[config.mk]
export PLATFORM = sky130hd
export DESIGN_NAME = dual_issue_queue
export DESIGN_NICKNAME = d
export VERILOG_FILES = /design/src/rtl/dual_issue_queue.sv
export SDC_FILE = /design/constraint.sdc
export NUM_CORES = 1
export LEC_CHECK = 0
export CAP_MARGIN = 20
export CELL_PAD_IN_SITES_DETAIL_PLACEMENT = 0
export CELL_PAD_IN_SITES_GLOBAL_PLACEMENT = 2
export CORE_ASPECT_RATIO = 0.6
export CORE_MARGIN = 8
export CORE_UTILIZATION = 46
export CTS_CLUSTER_SIZE = 40
export DETAILED_ROUTE_END_ITERATION = 7
export GPL_TIMING_DRIVEN = 0
export PLACE_DENSITY = 0.88
export SYNTH_ARGS = -nofsm -noshare
export SYNTH_HDL_FRONTEND = slang
export SYNTH_SLANG_ARGS = --single-unit
[constraint.sdc]
create_clock -name clk -period 10.06 [get_ports clk]
set_input_delay 2.012 -clock clk [delete_from_list [all_inputs] [get_ports clk]]
set_output_delay 2.012 -clock clk [all_outputs]
set_load 0.02 [all_outputs]
[src/rtl/dual_issue_queue.sv]
// In-order dual-issue queue between decode and the even/odd SPU pipes.
// Define DUAL_ISSUE_RAW_CHECK_EN to block pairing on an intra-pair RAW hazard.
module dual_issue_queue #(
    parameter int DEPTH = 8,
    parameter int OP_W  = 8,
    parameter int RA_W  = 7,
    parameter int IMM_W = 18,
    parameter logic [OP_W-1:0] NOP_OP  = OP_W'(1),
    parameter logic [OP_W-1:0] LNOP_OP = OP_W'(2),
    localparam int E_W = 1 + OP_W + 4*RA_W + IMM_W,
    localparam int CW  = $clog2(DEPTH+1)
) (
    input  logic             clk,
    input  logic             reset,
    input  logic             push0_en,
    input  logic             push1_en,
    input  logic [E_W-1:0]   push0_data,
    input  logic [E_W-1:0]   push1_data,
    output logic             ready0,
    output logic             ready1,
    output logic [CW-1:0]    count,
    input  logic             stall,
    input  logic             branch_taken,
    output logic             valid_even,
    output logic [OP_W-1:0]  opcode_even,
    output logic [RA_W-1:0]  addr_ra_even,
    output logic [RA_W-1:0]  addr_rb_even,
    output logic [RA_W-1:0]  addr_rc_even,
    output logic [RA_W-1:0]  addr_rt_even,
    output logic [IMM_W-1:0] imm_even,
    output logic             valid_odd,
    output logic [OP_W-1:0]  opcode_odd,
    output logic [RA_W-1:0]  addr_ra_odd,
    output logic [RA_W-1:0]  addr_rb_odd,
    output logic [RA_W-1:0]  addr_rc_odd,
    output logic [RA_W-1:0]  addr_rt_odd,
    output logic [IMM_W-1:0] imm_odd,
    output logic             br_first_instr
);
    localparam int PW = $clog2(DEPTH);

    typedef struct packed {
        logic             pipe;
        logic [OP_W-1:0]  op;
        logic [RA_W-1:0]  rt;
        logic [RA_W-1:0]  ra;
        logic [RA_W-1:0]  rb;
        logic [RA_W-1:0]  rc;
        logic [IMM_W-1:0] imm;
    } entry_t;

    typedef struct packed {
        logic             valid;
        logic [OP_W-1:0]  op;
        logic [RA_W-1:0]  rt;
        logic [RA_W-1:0]  ra;
        logic [RA_W-1:0]  rb;
        logic [RA_W-1:0]  rc;
        logic [IMM_W-1:0] imm;
    } slot_t;

    function automatic slot_t to_slot(input entry_t e);
        slot_t s;
        s.valid = 1'b1;
        s.op    = e.op;
        s.rt    = e.rt;
        s.ra    = e.ra;
        s.rb    = e.rb;
        s.rc    = e.rc;
        s.imm   = e.imm;
        return s;
    endfunction

    function automatic slot_t empty_slot(input logic [OP_W-1:0] op);
        slot_t s;
        s     = '0;
        s.op  = op;
        return s;
    endfunction

    entry_t          mem [DEPTH];
    logic [PW-1:0]   head, tail;
    logic [PW-1:0]   head_p1, tail_p1;
    entry_t          h, n;
    entry_t          in0, in1;
    logic            raw;
    logic            issue_h, issue_n;
    logic            acc0, acc1;
    logic [1:0]      num_issue, num_push;
    logic [CW-1:0]   count_nxt;
    slot_t           even_q, odd_q, even_nxt, odd_nxt;
    logic            br_nxt;

    assign head_p1 = head + PW'(1);
    assign tail_p1 = tail + PW'(1);
    assign h   = mem[head];
    assign n   = mem[head_p1];
    assign in0 = entry_t'(push0_data);
    assign in1 = entry_t'(push1_data);

`ifdef DUAL_ISSUE_RAW_CHECK_EN
    assign raw = (h.rt != '0) && ((h.rt == n.ra) || (h.rt == n.rb) || (h.rt == n.rc));
`else
    assign raw = 1'b0;
`endif

    // Handshake: a slot is accepted when its enable and its pre-edge ready
    // are both high at the rising edge; slot 1 also needs slot 0 accepted.
    // A flush drops both slots.
    always_comb begin
        acc0      = push0_en && ready0 && !branch_taken;
        acc1      = acc0 && push1_en && ready1;
        issue_h   = !stall && !branch_taken && (count != '0);
        issue_n   = issue_h && (count >= CW'(2)) && (n.pipe != h.pipe) && !raw;
        num_issue = {1'b0, issue_h} + {1'b0, issue_n};
        num_push  = {1'b0, acc0} + {1'b0, acc1};
        count_nxt = count + CW'(num_push) - CW'(num_issue);
    end

    // H goes to its own pipe; a paired N takes the other one.
    always_comb begin
        even_nxt = empty_slot(NOP_OP);
        odd_nxt  = empty_slot(LNOP_OP);
        br_nxt   = 1'b0;
        if (issue_h) begin
            if (h.pipe) odd_nxt  = to_slot(h);
            else        even_nxt = to_slot(h);
        end
        if (issue_n) begin
            if (h.pipe) even_nxt = to_slot(n);
            else        odd_nxt  = to_slot(n);
            br_nxt = h.pipe;
        end
    end

    always_ff @(posedge clk or negedge reset) begin
        if (!reset) begin
            head           <= '0;
            tail           <= '0;
            count          <= '0;
            ready0         <= 1'b1;
            ready1         <= 1'b1;
            even_q         <= empty_slot(NOP_OP);
            odd_q          <= empty_slot(LNOP_OP);
            br_first_instr <= 1'b0;
        end else if (branch_taken) begin
            head           <= '0;
            tail           <= '0;
            count          <= '0;
            ready0         <= 1'b1;
            ready1         <= 1'b1;
            even_q         <= empty_slot(NOP_OP);
            odd_q          <= empty_slot(LNOP_OP);
            br_first_instr <= 1'b0;
        end else begin
            head           <= head + PW'(num_issue);
            tail           <= tail + PW'(num_push);
            count          <= count_nxt;
            ready0         <= count_nxt < CW'(DEPTH);
            ready1         <= count_nxt <= CW'(DEPTH-2);
            even_q         <= even_nxt;
            odd_q          <= odd_nxt;
            br_first_instr <= br_nxt;
        end
    end

    // Contents need no reset: count and the pointers define what is live.
    always_ff @(posedge clk) begin
        if (acc0) mem[tail]    <= in0;
        if (acc1) mem[tail_p1] <= in1;
    end

    assign valid_even   = even_q.valid;
    assign opcode_even  = even_q.op;
    assign addr_ra_even = even_q.ra;
    assign addr_rb_even = even_q.rb;
    assign addr_rc_even = even_q.rc;
    assign addr_rt_even = even_q.rt;
    assign imm_even     = even_q.imm;
    assign valid_odd    = odd_q.valid;
    assign opcode_odd   = odd_q.op;
    assign addr_ra_odd  = odd_q.ra;
    assign addr_rb_odd  = odd_q.rb;
    assign addr_rc_odd  = odd_q.rc;
    assign addr_rt_odd  = odd_q.rt;
    assign imm_odd      = odd_q.imm;
endmodule

# == Word level (Yosys, flattened, before mapping) ==
# Memory sizes are Yosys's and may differ from the RTL's.
# Index checks and enable logic that the tools add are counted.
# totals
register_bits,123
ramBits,440
in_bits,116
out_inout_bits,117
mem_count,1
# mem_list
memory,words,width,read_ports,rd_clocked_by_memory_dff,write_ports,line_no,text
mem,8,55,2,0,2,81,entry_t mem [DEPTH];
# classes
add_sub_neg,8
order_cmp,3
eq_ne,1
muxes,21
n_reduce_logical,11
# op_table
cell,count
2-to-1 mux 55 bit,10
logical AND 1 bit,8
2-to-1 mux 1 bit,8
adder 3 x 1 -> 3 bit (second input constant),2
adder 3 x 2 -> 3 bit,2
2-to-1 mux 3 bit,2
adder 1 x 1 -> 2 bit,2
adder 4 x 2 -> 4 bit,1
greater-or-equal comparator 4 x 2 -> 1 bit (second input constant),1
<= comparator 4 x 3 -> 1 bit (second input constant),1
less-than comparator 4 bit (second input constant),1
2-to-1 mux 4 bit,1
nonzero test 4 bit,1
subtractor 4 x 2 -> 4 bit,1
logical NOT 1 bit,2
inequality test 1 bit,1

# == Logic depth before layout (Yosys ltp) ==
# depth
ltp_word,9
mapped_depth,17
mapped_depth_nobuf,14

# == Worst setup path before layout ==
# OpenSTA, ideal clock, no wires.
# synth_timing
kind,input to register
start,input branch_taken
end,"memory mem[0][0] (netlist name), enable pin"
setup_time_ns,0.550
arrival_time_ns,6.575
required_ns,9.510
path_slack_ns,2.935
stages,4
n_path_buf,1
path_cell_list,and3b_1 -> clkbuf_1 -> nand2b_1 -> o31ai_1
# synth_rtl
item,line_no,text
from (decl),23,"input logic branch_taken,"
to (decl),81,

# == Final worst setup path ==
# layout_timing
start,input branch_taken
end,register ready0
# layout_between
elab_chain_len,9
# layout_lines
item,line_no,text
logical NOT 1 bit,"111, 113",
"logical AND 1 bit, on equally long branches","111, 113",
"logical AND 1 bit, on equally long branches","112, 113",
"logical AND 1 bit, on equally long branches","112, 114",
adder 1 x 1 -> 2 bit or logical AND 1 bit (tied branches),"116, 114",
adder 4 x 2 -> 4 bit or adder 1 x 1 -> 2 bit (tied branches),"117, 115",
subtractor 4 x 2 -> 4 bit,117,count_nxt = count + CW'(num_push) - CW'(num_issue);
less-than comparator 4 bit,159,ready0 <= count_nxt < CW'(DEPTH);
2-to-1 mux 1 bit (*),146,end else if (branch_taken) begin
to (signal assigned),159,
to (decl),19,"output logic ready0,"
# Mark *: on every way between the ends. The rest lies on a longest branch, timed or not.

==> out/metrics.csv <==
metric;value;unit
clk slew on worst S/H paths;0.06;ns
die extent in x;351.2;um
Core ar.;0.06649;mm^2
fmax;180.5;MHz
Critical Path Sink Type;flop;
synthesized flop and latch total;563;
Root Driver;clkbuf_16;
Worst VDD drop;0.1482;mV
Leak;12.52;nW
Compound-Gate Fraction of Synth Area;0.03147;
Cells after Synth;2177;
Post-Route WL;110300;um
routability cong.;0.8681;
commonest non-fill, non-tap cells in the layout;498 x mux2_2, 440 x edfxtp_1, 321 x nand3_1;
row count;73;
post-synthesis average cell area;14.25;um^2
Seq/Total Area, Yosys;0.5255;
Final period util;0.5507;
critical path class;in2reg;
fillers;5419;
clock skew;0.03135;ns
ys async rst share;0.2185;
synthesized area;0.03101;mm^2
worst slack at placement;3.948;ns
IO Port Bufs;232;
status;completed;
number of global-route vias before repair;22990;
initial antenna violation count;9;
Buf+Inv Stages, Crit Path;4;
starting density of the core;0.4664;
largest family of logic cells by synthesized area;multiplexers;
Die ar.;0.07626;mm^2
Die Ht;217.1;um
I/O pins;233;
CTS Hold Bufs;0;
Overflow after GRT;0;
DRT antenna net count;0;
Vias;22650;
commonest non-fill, non-tap cell in the layout;mux2_2;
final worst slack;4.520;ns
Area Growth Syn to Fin;19.58;%
Max-cap violations;0;
htree depth;2;
post-layout net count;2625;
Wirelength per Cell;32.02;um
First DRT Iteration DRCs;3198;
Syn Nets;2308;
FF+latch area;0.01630;mm^2
number of enable flip-flop cells after synthesis;440;
Synth Area in Adders;0.007020;
DRC viols;0;
# setup viols final;0;
CTS sink count;563;
Vias/cell;6.579;
Critical Path Slowest Stage Cell;clkbuf_1;
global-route wire length before repair;158300;um
core occupancy in the finished layout;0.5577;
Crit path top cell by count;ha_1;
max incr delay on CP;0.69;ns
Post-DP HPWL;75380;um
min cycle time layout;5.540;ns
Yosys warnings;0;
crit path max fanout;10;
Min-Delay Path Class;reg2reg;
largest net degree at the start of global routing;68;
power density cells;232.6;mW/mm^2
CTS buffer count;54;
total power;8.624;mW
Post-Synth XOR/XNOR Area;0.002501;
clock tree buffer depth;3;
Multi-input gate area;0.01388;mm^2
crit-path cells;clkdlybuf4s50_1 > nor2_1 > o21ai_0 > inv_2 > clkbuf_1 > ha_1 > fa_1 > inv_1 > ha_1 > a21o_1 > a21oi_1 > xnor2_1 > or2_2;
all-layer global routing usage;0.2805;
Unique masters post-synth;47;
DRT Pass-1 Iters;6;
setup TNS;0;ns
Hold Violations, Final;0;
Main synth FF type;edfxtp_1;
fin. max-slew vios;0;
Simple-Gate Fraction of Synth Area;0.07109;
WP data required;10.61;ns
CTS tree;done;
Post-CTS Setup Inserts;0;
slew margin rel.;0.2121;
cts repair resizes;0;
crit path DAT;6.09;ns
delay-heaviest family, CP;buffers and inverters;
Skew-Pair Late Insertion Delay;0.65;ns
mux share of post-synthesis cell area;0.3320;
launching element type of the critical path;input pin;
layout cells sized above 1;0.3303;
Least-Margin Pin Slew;1.170;ns
RSZ-0062 raised after global routing;false;
[through the flow]
step | area (um^2) | hold slack [ns] | instances
CTS | 37080 | 0.7419 | 3440
global placement | 34460 | 0.6761 | 3309
floorplan | 31010 | 0.6357 | 2177
finish | 37080 | 0.7233 | 3443
global route | 37080 | 0.7715 | 3440
detailed placement | 35220 | 0.7169 | 3338
[power by group]
group	switching (mW)	internal, mW
sequential	0.0772	2.71
combinational	2.28	1.40
clock	0.937	1.23
total	3.29	5.33
[cells in the mapped netlist, types with 3 or more instances]
library cell  count  area (um^2)
nand3_1         321         1607
o21bai_1          4        30.03
o21ai_0           3        15.01
nor2b_1          10        62.56
mux4_2          110         2477
nand4_1          53        331.6
xnor2_1           6        52.55
o31ai_1         107        803.3
nor2_1            8        30.03
edfxtp_1        440        13210
buf_1            27        101.4
buf_2            91        455.4
and3_1            6        37.54
buf_4             5        37.54
mux2_2          498         5608
mux2i_1         221         2212
inv_1            10        37.54
fa_1              4        80.08
dfrtp_1         119         2978
dfstp_2           4        105.1
clkbuf_1         79        296.5
ha_1             11        137.6
nand2b_1          4        25.02
nand2_1           9        33.78
[final cells by class]
cell class | count | area share
Sequential cell | 563 | 0.4394
Multi-Input combinational cell | 1400 | 0.3743
Timing Repair Buffer | 261 | 0.08013
Clock buffer | 86 | 0.04666
Tap cell | 900 | 0.03037
Buffer | 203 | 0.02433
Clock inverter | 16 | 0.003475
Inverter | 11 | 0.001113
Antenna cell | 3 | 0.0002024
[sequential cells by signal (all words and copies together), names as in the netlist]
name,count
opcode_even,8
br_first_instr,1
valid_odd,1
addr_rc_odd,7
head,3
imm_odd,18
ready1,1
addr_rt_even,7
opcode_odd,8
count,4
addr_ra_odd,7
addr_rc_even,7
valid_even,1
mem,440
addr_rt_odd,7
addr_ra_even,7
ready0,1
addr_rb_odd,7
addr_rb_even,7
imm_even,18
tail,3
[logic make-up (layout without fill, tap and decap cells)]
| logic type | Yosys count | after routing |
|---|---|---|
| mux | 829 | 829 |
| flops | 563 | 563 |
| simple gates | 421 | 421 |
| buf+inv | 214 | 577 |
| compound gates | 127 | 127 |
| fa+ha+maj | 15 | 15 |
| xor+xnor | 8 | 8 |
| other cells | 0 | 3 |
[worst reg2reg max path: stages (launching register included)]
cell and delay [ns]:
dfrtp_1 0.44, buf_4 0.21, mux2i_1 0.12, mux4_2 0.49
clkbuf_1 0.37, nand2_1 0.29, buf_2 0.38, buf_2 0.38
mux2i_1 0.14, ha_1 0.29, fa_1 0.50, inv_1 0.06
ha_1 0.28, a21o_1 0.16, a21oi_1 0.17, xnor2_1 0.12
or2_2 0.28
[worst paths after layout]
path	from	to	slack, ns	depth (start not counted)
min in group asynchronous	reset	addr_ra_odd[6]	1.36	1
min reg2reg	count[0]	count[0]	0.72	2
max	branch_taken	ready0	4.52	13
max reg2reg	head[0]	ready0	5.31	16
min	count[0]	count[0]	0.72	2
max in group asynchronous	reset	ready1	7.88	2
[routing by layer]
| layer | share of wire | GRT usage | up-vias |
|---|---|---|---|
| met4 | 0.028 | 0.08123 | 12 |
| met1 | 0.41 | 0.4016 | 11470 |
| met5 | 0.00067 | 0 | - |
| met2 | 0.43 | 0.4129 | 1627 |
| met3 | 0.13 | 0.08333 | 244 |
| li1 | - | - | 9298 |
Note: power is estimated with default switching activity, not from simulation.
